[src/rtl/ace_loader_pkg.sv]
// ace_loader_pkg
//   Shared definitions for the .ACE snapshot loader:
//   - ld_state_t        : loader state machine encoding (also exported on
//                         the loader's dbg_state port)
//   - RLE_ESC           : escape byte of the RLE stream
//   - LOAD_BASE_DEFAULT : default first destination address in Ace RAM
//   - is_parsing()      : true in the states where a falling download
//                         means the file was truncated
package ace_loader_pkg;

  typedef enum logic [2:0] {
    ST_IDLE = 3'd0,
    ST_LIT  = 3'd1,
    ST_CNT  = 3'd2,
    ST_VAL  = 3'd3,
    ST_RUN  = 3'd4,
    ST_HOLD = 3'd5
  } ld_state_t;

  localparam logic [7:0]  RLE_ESC           = 8'hED;
  localparam logic [15:0] LOAD_BASE_DEFAULT = 16'h2000;

  // States in which the stream is still being decoded. HOLD is excluded:
  // once the end marker has been seen, the download is allowed to end.
  function automatic logic is_parsing(input ld_state_t s);
    return (s == ST_LIT) || (s == ST_CNT) || (s == ST_VAL) || (s == ST_RUN);
  endfunction

endpackage

[src/rtl/ace_rle_loader.sv]
// ace_rle_loader
//   Decompresses an RLE-encoded .ACE snapshot arriving on the hps_io ioctl
//   download interface into byte writes on the Jupiter Ace RAM write port,
//   starting at LOAD_BASE. The Ace core is held in reset for the whole load.
//
//   Stream format:
//     byte != ED   literal, written once
//     ED n v       (n != 0) write v, n times
//     ED 00        end of data
//     ED 01 ED     encodes a literal ED
//
//   Parameters
//     LOAD_BASE    first destination address
//     HOLD_CYCLES  cycles ioctl_wait stays high after the end marker, so
//                  trailing bytes of the file are swallowed
//
//   Ports
//     clk_sys         in   system clock, rising edge
//     reset           in   synchronous, active-high
//     ioctl_download  in   download in progress
//     ioctl_index     in   file index, nonzero selects an ACE load
//     ioctl_wr        in   one-cycle strobe, ioctl_dout valid with it
//     ioctl_dout      in   stream byte
//     ioctl_wait      out  stall request to hps_io
//     mem_addr        out  RAM write address
//     mem_data        out  RAM write data
//     mem_wr          out  write request, held until accepted
//     mem_ready       in   write accepted on any cycle with mem_wr & mem_ready
//     core_reset      out  holds the Ace core in reset (ORed into its reset)
//     done            out  sticky: last load ended on a valid end marker
//     error           out  sticky: last load was truncated or overflowed
//     dbg_state       out  current state (ld_state_t encoding)
//
//   Handshake: a RAM write is offered by raising mem_wr with stable
//   mem_addr/mem_data; it completes on the first rising edge where
//   mem_wr & mem_ready are both high, and mem_wr/mem_addr/mem_data do not
//   change before that edge. ioctl_wait is high while a write or run is
//   outstanding; hps_io does not strobe ioctl_wr while it is high, and a
//   strobe that arrives while a write is pending is dropped.
//
//   At the top level core_reset is ORed into the Ace reset and selects the
//   loader's mem_* signals onto the RAM write port.
module ace_rle_loader
  import ace_loader_pkg::*;
#(
  parameter logic [15:0] LOAD_BASE   = LOAD_BASE_DEFAULT,
  parameter int          HOLD_CYCLES = 3_000_000
) (
  input  logic        clk_sys,
  input  logic        reset,
  input  logic        ioctl_download,
  input  logic [7:0]  ioctl_index,
  input  logic        ioctl_wr,
  input  logic [7:0]  ioctl_dout,
  output logic        ioctl_wait,
  output logic [15:0] mem_addr,
  output logic [7:0]  mem_data,
  output logic        mem_wr,
  input  logic        mem_ready,
  output logic        core_reset,
  output logic        done,
  output logic        error,
  output logic [2:0]  dbg_state
);

  localparam int HOLD_W = (HOLD_CYCLES > 0) ? $clog2(HOLD_CYCLES + 1) : 1;
  localparam logic [HOLD_W-1:0] HOLD_INIT = HOLD_W'(HOLD_CYCLES);

  ld_state_t         state;
  logic [7:0]        run_cnt;
  logic [HOLD_W-1:0] hold_cnt;
  logic              dl_q;

  logic start;
  logic abort;
  logic accept;
  logic at_top;

  // A load starts on a rising download edge with a nonzero index. The edge
  // is honoured in every state so a new download always restarts cleanly.
  assign start  = ioctl_download & ~dl_q & (ioctl_index != 8'd0);
  assign abort  = ~ioctl_download & is_parsing(state);
  assign accept = mem_wr & mem_ready;
  assign at_top = (mem_addr == 16'hFFFF);

  assign dbg_state = state;

  // Download edge history is sampled even during reset, so a reset issued
  // while a download is still high does not look like a fresh start.
  always_ff @(posedge clk_sys) begin
    dl_q <= ioctl_download;
  end

  // Within a load, error can only be set by an address overflow (a
  // truncation ends the load), so error doubles as the "stop writing" flag
  // that lets the rest of the stream be parsed and discarded.
  always_ff @(posedge clk_sys) begin
    if (reset) begin
      state      <= ST_IDLE;
      ioctl_wait <= 1'b0;
      mem_addr   <= LOAD_BASE;
      mem_data   <= 8'd0;
      mem_wr     <= 1'b0;
      core_reset <= 1'b0;
      done       <= 1'b0;
      error      <= 1'b0;
      run_cnt    <= 8'd0;
      hold_cnt   <= '0;
    end else if (start) begin
      // Takes priority over any write acceptance in the same cycle.
      state      <= ST_LIT;
      mem_addr   <= LOAD_BASE;
      mem_wr     <= 1'b0;
      ioctl_wait <= 1'b0;
      core_reset <= 1'b1;
      done       <= 1'b0;
      error      <= 1'b0;
      run_cnt    <= 8'd0;
      hold_cnt   <= '0;
    end else if (abort) begin
      // File ended before the end marker: drop any pending write.
      state      <= ST_IDLE;
      mem_wr     <= 1'b0;
      ioctl_wait <= 1'b0;
      core_reset <= 1'b0;
      error      <= 1'b1;
    end else begin
      case (state)
        ST_IDLE: begin
          // Waiting for a download edge, handled above.
        end

        ST_LIT: begin
          if (mem_wr) begin
            if (accept) begin
              mem_wr     <= 1'b0;
              ioctl_wait <= 1'b0;
              if (at_top) begin
                error <= 1'b1;
              end else begin
                mem_addr <= mem_addr + 16'd1;
              end
            end
          end else if (ioctl_wr) begin
            if (ioctl_dout == RLE_ESC) begin
              state <= ST_CNT;
            end else if (!error) begin
              mem_data   <= ioctl_dout;
              mem_wr     <= 1'b1;
              ioctl_wait <= 1'b1;
            end
          end
        end

        ST_CNT: begin
          if (ioctl_wr) begin
            if (ioctl_dout == 8'd0) begin
              state      <= ST_HOLD;
              ioctl_wait <= 1'b1;
              hold_cnt   <= HOLD_INIT;
            end else begin
              run_cnt <= ioctl_dout;
              state   <= ST_VAL;
            end
          end
        end

        ST_VAL: begin
          if (ioctl_wr) begin
            if (error) begin
              // After an overflow the run is parsed but not written.
              state <= ST_LIT;
            end else begin
              mem_data   <= ioctl_dout;
              mem_wr     <= 1'b1;
              ioctl_wait <= 1'b1;
              state      <= ST_RUN;
            end
          end
        end

        ST_RUN: begin
          // run_cnt is at least 1 on entry, so the write stays requested
          // until the acceptance that brings it to zero.
          if (accept) begin
            run_cnt <= run_cnt - 8'd1;
            if (at_top) begin
              error      <= 1'b1;
              mem_wr     <= 1'b0;
              ioctl_wait <= 1'b0;
              state      <= ST_LIT;
            end else begin
              mem_addr <= mem_addr + 16'd1;
              if (run_cnt == 8'd1) begin
                mem_wr     <= 1'b0;
                ioctl_wait <= 1'b0;
                state      <= ST_LIT;
              end
            end
          end
        end

        ST_HOLD: begin
          // Incoming bytes are ignored; the core stays in reset until the
          // hold has expired and hps_io has ended the download.
          if (hold_cnt != '0) begin
            hold_cnt <= hold_cnt - HOLD_W'(1);
          end else begin
            ioctl_wait <= 1'b0;
            done       <= 1'b1;
            if (!ioctl_download) begin
              core_reset <= 1'b0;
              state      <= ST_IDLE;
            end
          end
        end

        default: begin
          state <= ST_IDLE;
        end
      endcase
    end
  end

endmodule

[config.mk]
export PLATFORM = sky130hd
export DESIGN_NAME = ace_rle_loader
export DESIGN_NICKNAME = d
export VERILOG_FILES = /design/src/rtl/ace_loader_pkg.sv /design/src/rtl/ace_rle_loader.sv
export SDC_FILE = /design/constraint.sdc
export NUM_CORES = 1
export LEC_CHECK = 0
export ABC_AREA = 1
export BUFFER_PORTS_ARGS = -buffer_cell sky130_fd_sc_hd__buf_2
export CORE_MARGIN = 4
export CORE_UTILIZATION = 36
export DETAILED_ROUTE_END_ITERATION = 10
export PLACE_DENSITY_LB_ADDON = 0.12
export SLEW_MARGIN = 20
export SYNTH_ARGS = -nofsm -noshare
export SYNTH_HDL_FRONTEND = slang
export SYNTH_SLANG_ARGS = --single-unit
[constraint.sdc]
create_clock -name clk_sys -period 2.8 [get_ports clk_sys]
set_input_delay 0.14 -clock clk_sys [delete_from_list [all_inputs] [get_ports clk_sys]]
set_output_delay 0.14 -clock clk_sys [all_outputs]
set_load 0.02 [all_outputs]
# Word-level counts from Yosys, hierarchy flattened
# Cells that the tools add are included.
# op_classes
reduce_logical	28
div_mod_pow	0
n_shift	0
bitwise_logic	10
order_cmp	0
multipliers	0
add_sub_neg	3
n_eq_ne	39
muxes	64
# ops
cell	n
$mux 22	3
$mux 8	8
$mux 16	3
$pmux 22 s2	1
$mux 3	12
$pmux 16 s2	1
$pmux 8 s2	2
$mux 1	30
$reduce_and 10->1	3
$ne 4x4->1 const B	7
$ne 2x2->1 const B	12
$reduce_bool 22->1	1
$sub 22x1->22 const B	1
$ne 3x3->1 const B	6
$pmux 3 s6	1
$add 16x1->16 const B	1
$eq 16x16->1 const B	1
$reduce_and 5->1	3
$reduce_and 3->1	3
$reduce_bool 3->1	3
$eq 8x1->1 const B	1
$eq 8x8->1 const B	1
$logic_not 8->1	1
$reduce_bool 2->1	4
other kinds (22)	35
# word_totals
output_inout_bits	32
mem_count	0
latch_bits	0
register_bits	63
input_bits	21
word_cells	156
romBits	0
ramBits	0

# Logic depth before layout (Yosys ltp)
# Gate-level depths: netlist of run 1.
# logic_depth
depth_word	7
depth_mapped	12

# Worst setup path before layout of run 1
# No wires, ideal clock.
# synth_path
path_kind	register to register
from	register mem_addr[0]
to	register state[2] (netlist: dbg_state[2])
arrival_ps	1757
period_less_slack_ps	1873
path_slack_ps	927
n_path_buf	0
setup_time_ps	116
stages_incl_launch_ff	11
t_required_ps	2684
cell_sequence	dfxtp_1 -> ha_1 -> nand2_1 -> nor2_1 -> nand3_1 -> nand2_1 -> nand2_1 -> nor3_1 -> nand3_1 -> nand2_1 -> nor2_1
# synth_between
elab_chain_len	4
# synth_rtl
element	line	text
start, declared	ace_rle_loader.sv:56	output logic [15:0] mem_addr,
start signal, assigned	ace_rle_loader.sv:141	mem_addr <= mem_addr + 16'd1;
start signal, assigned	ace_rle_loader.sv:193	mem_addr <= mem_addr + 16'd1;
$eq 16x16->1 (*)	ace_rle_loader.sv:84	assign at_top = (mem_addr == 16'hFFFF);
$mux 3	ace_rle_loader.sv:187	if (at_top) begin
$mux 3	ace_rle_loader.sv:185	if (accept) begin
$pmux 3 s6	ace_rle_loader.sv:128	case (state)
end signal, assigned	ace_rle_loader.sv:99	state <= ST_IDLE;
end signal, assigned	ace_rle_loader.sv:191	state <= ST_LIT;
end signal, assigned	ace_rle_loader.sv:197	state <= ST_LIT;
end, declared	ace_rle_loader.sv:69	ld_state_t state;
# Mark *: on every way between the ends. The rest lies on a longest branch, timed or not. The select of a mux whose other input is x is not followed.
# A chain may end at the register's enable or synchronous reset.

# Worst setup path in the final report of run 1
# layout_path
from	register state[2] (netlist: dbg_state[2])
to	register mem_addr[5]
# layout_between
elab_chain_len	7
# layout_rtl
element	line	text
start signal, assigned	ace_rle_loader.sv:99	
start signal, assigned	ace_rle_loader.sv:111	state <= ST_LIT;
start signal, assigned	ace_rle_loader.sv:122	state <= ST_IDLE;
$eq 3x1->1 / $eq 3x2->1 (equally long branches)	ace_loader_pkg.sv:26, ace_rle_loader.sv:128	
$logic_or 1x1->1 (3 in series)	ace_loader_pkg.sv:26	return (s == ST_LIT) || (s == ST_CNT) || (s == ST_VAL) || (s == ST_RUN);
$and 1x1->1	ace_rle_loader.sv:82	assign abort = ~ioctl_download & is_parsing(state);
$not 1->1 (no source line)	--	
$reduce_and 3->1 (no source line)	--	
# Several ways; a longest one is shown, not always the timed one.

==> flow_summary.json, run 1 <==
{
  "worstHoldPathType": "in -> reg",
  "hold_path_depth": 3,
  "ys_top_cells_by_area": "dfxtp_1 33%, nand2_1 16%, nor2_1 11%",
  "gp_congestion": 0.874,
  "power.share.combinational_pct": 41.6,
  "p_sw_share_pct": 40.9,
  "critical_path_arrival_ns": 2.75,
  "max_freq_mhz": 398,
  "post-route-min-period_ns": 2.51,
  "core_um2": 10300,
  "die_width_um": 111,
  "max_cap_violations": 0,
  "finalCritPeriodShare_pct": 89.6,
  "cts_tree": "done",
  "port_buffers": 52,
  "syn_inst": 615,
  "crit_path_end_kind": "flip-flop",
  "p_clk_share_pct": 25.9,
  "cp-start-kind": "flip-flop",
  "cts_resized": 0,
  "synth-seq-area-share_pct": 33.2,
  "peakVddDrop_mv": 0.319,
  "total_power_mw": 3.38,
  "clk_latency_ns": 0.35,
  "synth.distinct_cells": 35,
  "ys.flop_type": "dfxtp_1",
  "setup_violations": 0,
  "layout_setup_ws_ns": 0.290,
  "htreeDepth": 3,
  "fin_nets": 696,
  "firstDrtPassIters": 5,
  "syn_area_per_cell_um2": 6.17,
  "clock_path_buffers": 2,
  "seq_area_um2": 1260,
  "hold_start": "ioctl_dout[6]",
  "grt_overflow_total": 0,
  "cts_sinks": 63,
  "die_y_um": 111,
  "synthArstFlopShare_pct": 0,
  "internal_power_mw": 2.00,
  "clkTransAtPathRegs_ns": 0.07,
  "numCtsBuffers": 9,
  "rsz0062_at_grt": "false",
  "power.leakage_nw": 2.10,
  "track_usage_pct": 17.5,
  "cp.required_ns": 3.04,
  "reg2reg_slack_ns": 0.29,
  "start_util_pct": 36.9,
  "first_iter_violations": 189,
  "reg2reg_depth": 9,
  "yosysTopAreaCellShare_pct": 33.2,
  "vias": 3960,
  "avgRoutedWirePerCell_um": 12.8,
  "routed_wl_um": 10400,
  "ys_ff_latch": 63,
  "grt_pass1_vias": 3751,
  "multi_input_area_um2": 2260,
  "clockRootBuffer": "clkbuf_8",
  "route.detailed.drc": 0,
  "power_density_nw_per_um2": 765,
  "syn-cell-area_um2": 3800,
  "rows": 37,
  "areaGrowthSynthToFinish_pct": 16.5,
  "drv_slew": 0,
  "synth_edf_count": 0,
  "r2r-start": "dbg_state[2]",
  "grt_max_degree": 25,
  "fin_skew_ns": 0.00711,
  "place_ws_ns": 0.333,
  "cts_hold_buf": 2,
  "die_area_um2": 12300,
  "top_level_ports": 53,
  "fillCellCount": 1128,
  "crit_fanout": 18,
  "status": "finished, final reports clean",
  "p_seq_share_pct": 32.6,
  "grt_antenna_before_repair": 0,
  "worst_r2r_endpoint": "mem_addr[5]",
  "antenna_left": 0,
  "final_cell_mix": "164 x nand2_1, 115 x nor2_1, 63 x dfxtp_1, 52 x a21oi_1, 52 x buf_2",
  "whs_endpoint": "mem_data[6]",
  "fin_setup_tns_ns": 0,
  "synth_top_cell_by_area": "dfxtp_1",
  "antenna_cells": 0,
  "final_hold_viol_count": 0,
  "final_layout_size_suffix_gt1_share_pct": 13.9,
  "crit_type": "reg -> reg",
  "hpwlAfterDp_um": 7860,
  "grt_pass1_wl_um": 18000,
  "slew_headroom_pct": 41.0,
  "worst_slew_pin_slew_ns": 0.881,
  "post_cts_buffers": 0,
  "final_common_cell": "nand2_1",
  "switching_power_mw": 1.38,
  "ys_warn_count": 0,
  "synth_fp_nets": 641,
  "via_per_inst": 4.88
}
## cells in the mapped netlist, types with 6 or more instances
cell	number
or2_2	12
xor2_1	14
nand3_1	46
buf_2	6
nand4_1	14
o21ai_0	29
dfxtp_1	63
a21oi_1	52
nor3_1	12
nor2_1	115
inv_1	47
nand2_1	164
## power by group through the flow
stage,registers [mW],logic (mW),clock network (mW)
global route,1.12,1.61,0.937
detailed placement,1.12,1.40,0
global placement,1.12,1.40,0
floorplan,1.19,0.991,0
CTS,1.10,1.40,0.905
finish,1.10,1.41,0.874
## metrics by stage
step	instance area, um^2	std cells	hold WS [ns]	utilization (%)
final	4420	811	0.0861	43.0
after global routing	4420	811	0.110	43.0
after CTS	4420	811	0.0724	43.0
after detailed placement	4190	793	0.294	40.8
after global placement	4190	793	0.283	40.8
after floorplan	3800	615	0.168	-
## cell type report
| class | count | share of cell area [%] |
|---|---|---|
| multi-input cells | 484 | 51.2 |
| flip-flops and latches | 63 | 28.5 |
| repair buffers | 58 | 7.02 |
| clock inverters | 6 | 1.92 |
| well taps | 136 | 3.85 |
| inverters | 54 | 4.64 |
| clock buffers | 10 | 2.89 |
## worst max-delay path by stage
stage	slack (ns)	depth (start not counted)	from	to
5_1_grt	0.03	10	ioctl_download	ioctl_wait
3_3_place_gp	0.24	9	dbg_state[2]	mem_addr[5]
3_5_place_dp	0.33	9	dbg_state[2]	mem_addr[5]
6_report	0.29	9	dbg_state[2]	mem_addr[5]
2_1_floorplan	0.93	10	mem_addr[0]	dbg_state[2]
4_1_cts	0.30	10	ioctl_download	mem_wr
## critical path: stages, from the launching register on
cell and delay [ns]:
dfxtp_1 0.47, nor2_1 0.14, nand2_1 0.23, nand2_1 0.14, o21ai_2 0.28, nand3_1 0.45
inv_2 0.41, nand2_1 0.07, o21ai_0 0.17, nor2_1 0.06
## cell families after synthesis
group,share of synthesized area (%)
compound gates,12.6
xor+xnor,4.15
buf+inv,7.18
fa+ha+maj,1.91
simple gates,41.0
flops,33.2
## routing by layer
metal	vias up	track usage [%]	part of all wire, %
li1	2104	-	-
met1	1751	24.4	51
met2	93	27.1	43
met3	12	2.95	4.6
met4	0	6.32	1.6
met5	-	0	0
## registers in the layout, indices dropped and copies added (netlist names)
register / count
dbg_state: 3
mem_wr: 1
ioctl_wait: 1
error: 1
core_reset: 1
dl_q: 1
run_cnt: 8
mem_data: 8
mem_addr: 16
hold_cnt: 22
done: 1
No activity file was read; power rests on OpenSTA's default activity.
==> run 2: changes to the inputs <==
- REMOVE_ABC_BUFFERS: not set -> 1
==> run 2 against run 1 <==
Against the previous run:
- power fell by 1.2%
- critical path type is now in -> reg
- final area barely moved
- cell count fell by 0.12%
==> flow_summary.json, run 2 (same netlist as run 1, synthesis figures left out) <==
{
  "status": "finished, final reports clean",
  "fin_skew_ns": 0.0166,
  "largest_reg_flops": 22,
  "power.share.combinational_pct": 42.0,
  "avgRoutedWirePerCell_um": 12.6,
  "reg2reg_depth": 10,
  "final_layout_size_suffix_gt1_share_pct": 14.1,
  "cp-start-kind": "input pin",
  "finalCritPeriodShare_pct": 86.3,
  "final_cell_mix": "164 x nand2_1, 115 x nor2_1, 63 x dfxtp_1, 52 x a21oi_1, 52 x buf_2",
  "fin_nets": 695,
  "slew_headroom_pct": 39.8,
  "r2r-start": "dbg_state[2]",
  "worst_r2r_endpoint": "hold_cnt[11]",
  "gp_congestion": 0.934,
  "areaGrowthSynthToFinish_pct": 16.4,
  "via_per_inst": 4.95,
  "core_um2": 10300,
  "numCtsBuffers": 9,
  "antenna_cells": 0,
  "rsz0062_at_grt": "false",
  "p_sw_share_pct": 42.6,
  "cts_sinks": 63,
  "clock_path_buffers": 2,
  "grt_pass1_vias": 3661,
  "cts_tree": "done",
  "clkTransAtPathRegs_ns": 0.08,
  "routed_wl_um": 10200,
  "grt_overflow_total": 0,
  "power_density_nw_per_um2": 756,
  "port_buffers": 52,
  "track_usage_pct": 16.9,
  "reg2reg_slack_ns": 0.49,
  "die_y_um": 111,
  "max_freq_mhz": 414,
  "p_clk_share_pct": 24.8,
  "grt_antenna_before_repair": 0,
  "top_level_ports": 53,
  "grt_pass1_wl_um": 17700,
  "worst_slew_pin_slew_ns": 0.900,
  "final_common_cell": "nand2_1",
  "fin_setup_tns_ns": 0,
  "antenna_left": 0,
  "post-route-min-period_ns": 2.42,
  "route.detailed.drc": 0,
  "first_iter_violations": 212,
  "crit_type": "in -> reg",
  "worstHoldPathType": "in -> reg",
  "vias": 4011,
  "power.leakage_nw": 2.10,
  "rows": 37,
  "switching_power_mw": 1.42,
  "crit_start": "ioctl_download",
  "final_hold_viol_count": 0,
  "htreeDepth": 3,
  "p_seq_share_pct": 33.1,
  "critical_path_arrival_ns": 2.70,
  "cp.required_ns": 3.08,
  "clockRootBuffer": "clkbuf_8",
  "internal_power_mw": 1.92,
  "die_width_um": 111,
  "reg_top3": "hold_cnt x22, mem_addr x16",
  "die_area_um2": 12300,
  "total_power_mw": 3.34,
  "crit_fanout": 12,
  "regMostFlops": "hold_cnt",
  "hpwlAfterDp_um": 7690,
  "fillCellCount": 1124,
  "grt_max_degree": 30,
  "critPathCapture": "mem_wr",
  "start_util_pct": 36.9,
  "max_cap_violations": 0,
  "peakVddDrop_mv": 0.252,
  "setup_violations": 0,
  "drv_slew": 0,
  "clk_latency_ns": 0.34,
  "crit_path_end_kind": "flip-flop",
  "firstDrtPassIters": 5
}
run 2: cell count changes in the layout (fill, tap and decap cells not counted):
cell,delta
buf_12,+1
buf_4,-2
bufinv_16,-1
clkbuf_1,-1
clkinv_2,-1
clkinv_4,+1
clkinvlp_4,-1
inv_6,+3
nand3_1,-1
nand3_2,+1
run 2: how the worst min path moves through the flow:
stage	cells after the start	to	slack [ns]	from
4_1_cts	3	mem_data[4]	0.07	ioctl_dout[4]
5_1_grt	3	mem_data[5]	0.10	ioctl_dout[5]
6_report	3	mem_data[4]	0.08	ioctl_dout[4]
3_5_place_dp	1	dl_q	0.29	ioctl_download
2_1_floorplan	0	dl_q	0.17	ioctl_download
3_3_place_gp	1	dl_q	0.28	ioctl_download
run 2: per-layer routing:
layer  vias to the layer above  GRT usage (%)  part of all wire, %
met3                        13           3.60                  6.9
met5                         -              0                    0
met1                      1771           25.7                   52
met2                       123           24.3                   40
li1                       2104              -                    -
met4                         0           3.94                  1.0
run 2: critical path, cell delays in order:
cell           delay [ns]
dlygate4sd3_1        0.54
buf_2                0.14
inv_1                0.09
or2_2                0.11
nor2_1               0.06
nor2_1               0.69
inv_1                0.41
nor2_1               0.32
nand2_1              0.09
nor2_1               0.09
run 2: metrics by stage:
step                utilization, %  setup slack [ns]  instance area, um^2  std cells  hold slack, ns
floorplan                        -             0.608                 3730        601           0.168
detailed placement            40.8             0.259                 4200        792           0.288
global placement              40.8             0.253                 4200        792           0.284
finish                        43.0             0.384                 4420        810          0.0842
CTS                           43.0             0.247                 4420        810          0.0728
global route                  43.0            0.0315                 4420        810           0.101
run 2: cell type report:
cell class / instances / area, um^2 / area share (%)
multi-input cells: 484 / 2270 / 51.3
flip-flops and latches: 63 / 1260 / 28.5
repair buffers: 57 / 315 / 7.13
inverters: 54 / 205 / 4.64
well taps: 136 / 170 / 3.85
clock buffers: 9 / 124 / 2.80
clock inverters: 7 / 77.6 / 1.75
run 2: power by group through the flow:
stage          Combinational (mW)  Sequential, mW  Clock [mW]
2_1_floorplan               0.968            1.19           0
3_3_place_gp                 1.39            1.12           0
3_5_place_dp                 1.38            1.13           0
4_1_cts                      1.39            1.11       0.855
5_1_grt                      1.60            1.13       0.893
6_report                     1.41            1.11       0.830
run 2: what timing repair did:
action / in CTS / in global routing
buffers inserted: 0 / 0
gates resized for setup: 0 / 1
hold buffers: 2 / 0
hold endpoints to repair: 2 / 0
endpoints found under the setup margin: 0 / 6
==> run 3: changes to the inputs <==
- CORE_UTILIZATION: 36 -> 30
==> run 3 against run 2 <==
Against the previous run:
- first-iteration DRC count is 8.5% higher
- cell count is 4.1% higher
- sequential power hardly changed
- clock power is 53% higher
- power is 13% higher
- sequential share of layout area is 1.1 points lower
- largest cell class unchanged
- largest power group unchanged
==> flow_summary.json, run 3 (same netlist as run 1, synthesis figures left out) <==
{
  "final_util_pct": 37.7,
  "antenna_cells": 0,
  "numCtsBuffers": 9,
  "use_met3_pct": 2.29,
  "die_y_um": 121,
  "top_usage_layer": "met2",
  "crit_slowest_cell": "dfxtp_1",
  "first_iter_violations": 230,
  "worst_slew_pin_slew_ns": 0.613,
  "final_cell_mix": "164 x nand2_1, 115 x nor2_1, 63 x dfxtp_1, 52 x a21oi_1, 52 x buf_2",
  "power_density_nw_per_um2": 824,
  "r2r-start": "dbg_state[1]",
  "routed_wl_um": 10900,
  "grt_use_met2_pct": 22.6,
  "firstDrtPassIters": 5,
  "peakVddDrop_mv": 0.306,
  "crit_path_end_kind": "flip-flop",
  "post-route-min-period_ns": 2.35,
  "final_hold_viol_count": 0,
  "via_per_inst": 4.77,
  "clkTransAtPathRegs_ns": 0.05,
  "avgRoutedWirePerCell_um": 12.9,
  "cts_sinks": 63,
  "critical_path.max_stage_delay_ns": 0.49,
  "hold_path_depth": 3,
  "crit_fanout": 14,
  "port_buffers": 52,
  "reg2reg_slack_ns": 0.45,
  "areaGrowthSynthToFinish_pct": 21.3,
  "slew_headroom_pct": 59.1,
  "finalCritPeriodShare_pct": 84.0,
  "vias": 4024,
  "route.detailed.drc": 0,
  "die_width_um": 121,
  "start_util_pct": 31.1,
  "top_level_ports": 53,
  "cp-start-kind": "flip-flop",
  "fin_nets": 697,
  "core_um2": 12200,
  "cts_tree": "done",
  "hold_start": "ioctl_dout[5]",
  "clock_path_buffers": 2,
  "fin_setup_tns_ns": 0,
  "htreeDepth": 3,
  "worstHoldPathType": "in -> reg",
  "max_freq_mhz": 425,
  "fillCellCount": 1346,
  "setup_violations": 0,
  "track_usage_pct": 15.4,
  "clk_latency_ns": 0.33,
  "max_cap_violations": 0,
  "post_cts_buffers": 0,
  "status": "finished, final reports clean",
  "die_area_um2": 14500,
  "largest_reg_flops": 22,
  "crit_start": "dbg_state[1]",
  "grt_overflow_total": 0,
  "fin_skew_ns": 0.00570,
  "grt_max_degree": 25,
  "gr-usage-met1_pct": 22.1,
  "gp_congestion": 0.854,
  "grt_pass1_vias": 3764,
  "rows": 40,
  "crit_top_cell": "inv_1",
  "worst_r2r_endpoint": "run_cnt[3]",
  "clockRootBuffer": "clkbuf_16",
  "critical_path_arrival_ns": 2.61,
  "cp_cell_sequence": "inv_2, nand3_1, buf_4, inv_1, nand2_1, nand2_1, inv_1, nand4_1, inv_1, o21ai_0, a21oi_1",
  "grt_pass1_wl_um": 18200,
  "reg2reg_depth": 11,
  "power.leakage_nw": 2.16,
  "whs_endpoint": "mem_data[5]",
  "cp.required_ns": 3.06,
  "final_common_cell": "nand2_1",
  "final_layout_size_suffix_gt1_share_pct": 14.1,
  "regMostFlops": "hold_cnt",
  "hpwlAfterDp_um": 8090,
  "crit_type": "reg -> reg",
  "drv_slew": 0,
  "rsz0062_at_grt": "false",
  "grt_antenna_before_repair": 0,
  "antenna_left": 0,
  "reg_top3": "hold_cnt x22, mem_addr x16"
}
run 3: changes by cell type in the layout (fill, tap and decap cells not counted), sizes merged:
cell / before / now
bufinv: 1 / 3
buf: 55 / 57
inv: 56 / 53
clkinv: 3 / 2
clkinvlp: 1 / 2
run 3: timing repair:
action / 4_1_cts / 5_1_grt
hold buffers: 2 / 0
hold endpoints to repair: 2 / 0
resized for setup: 0 / 0
run 3: through the flow:
step                      setup WS (ns)  hold WS (ns)  instance area (um^2)  total power, mW  instances
after floorplan                   0.608         0.168                  3730             2.15        601
after global placement            0.548         0.297                  4250             2.53        826
after detailed placement          0.528         0.302                  4250             2.53        826
after CTS                         0.488        0.0921                  4610             3.83        843
after global routing              0.242         0.124                  4610             4.08        843
final                             0.447        0.0962                  4610             3.79        843
run 3: worst max-delay path by stage:
stage	end	slack, ns	cells after the start
global route	run_cnt[2]	0.24	11
global placement	run_cnt[2]	0.55	11
CTS	run_cnt[3]	0.49	11
floorplan	mem_addr[5]	0.61	9
detailed placement	run_cnt[3]	0.53	11
finish	run_cnt[3]	0.45	11
run 3: cell type report:
cell class / instances / area (um^2) / share of cell area, %
clock buffers: 9 / 225 / 4.89
clock inverters: 6 / 110 / 2.39
inverters: 54 / 205 / 4.46
multi-input cells: 484 / 2260 / 49.1
flip-flops and latches: 63 / 1260 / 27.4
well taps: 168 / 210 / 4.56
repair buffers: 59 / 330 / 7.17
run 3: worst max-delay path: cells and delay by family (launching register included):
family	cells	cell delay (ns)
buffers and inverters	5	0.82
and+or+nand+nor	4	0.71
DFF	1	0.49
AOI/OAI and AO/OA	2	0.26
run 3: power by group:
group | leakage [nW] | total [mW] | internal [mW] | switching, mW
logic | 1.50 | 1.42 | 0.500 | 0.920
registers | 0.510 | 1.11 | 1.01 | 0.0997
clock network | 0.158 | 1.27 | 0.862 | 0.406
total | 2.16 | 3.79 | 2.37 | 1.43
run 3: per-layer routing:
layer,vias up,part of all wire (%)
met5,-,0
met4,0,1.5
met3,11,5.3
met2,109,41
met1,1804,52
li1,2100,-
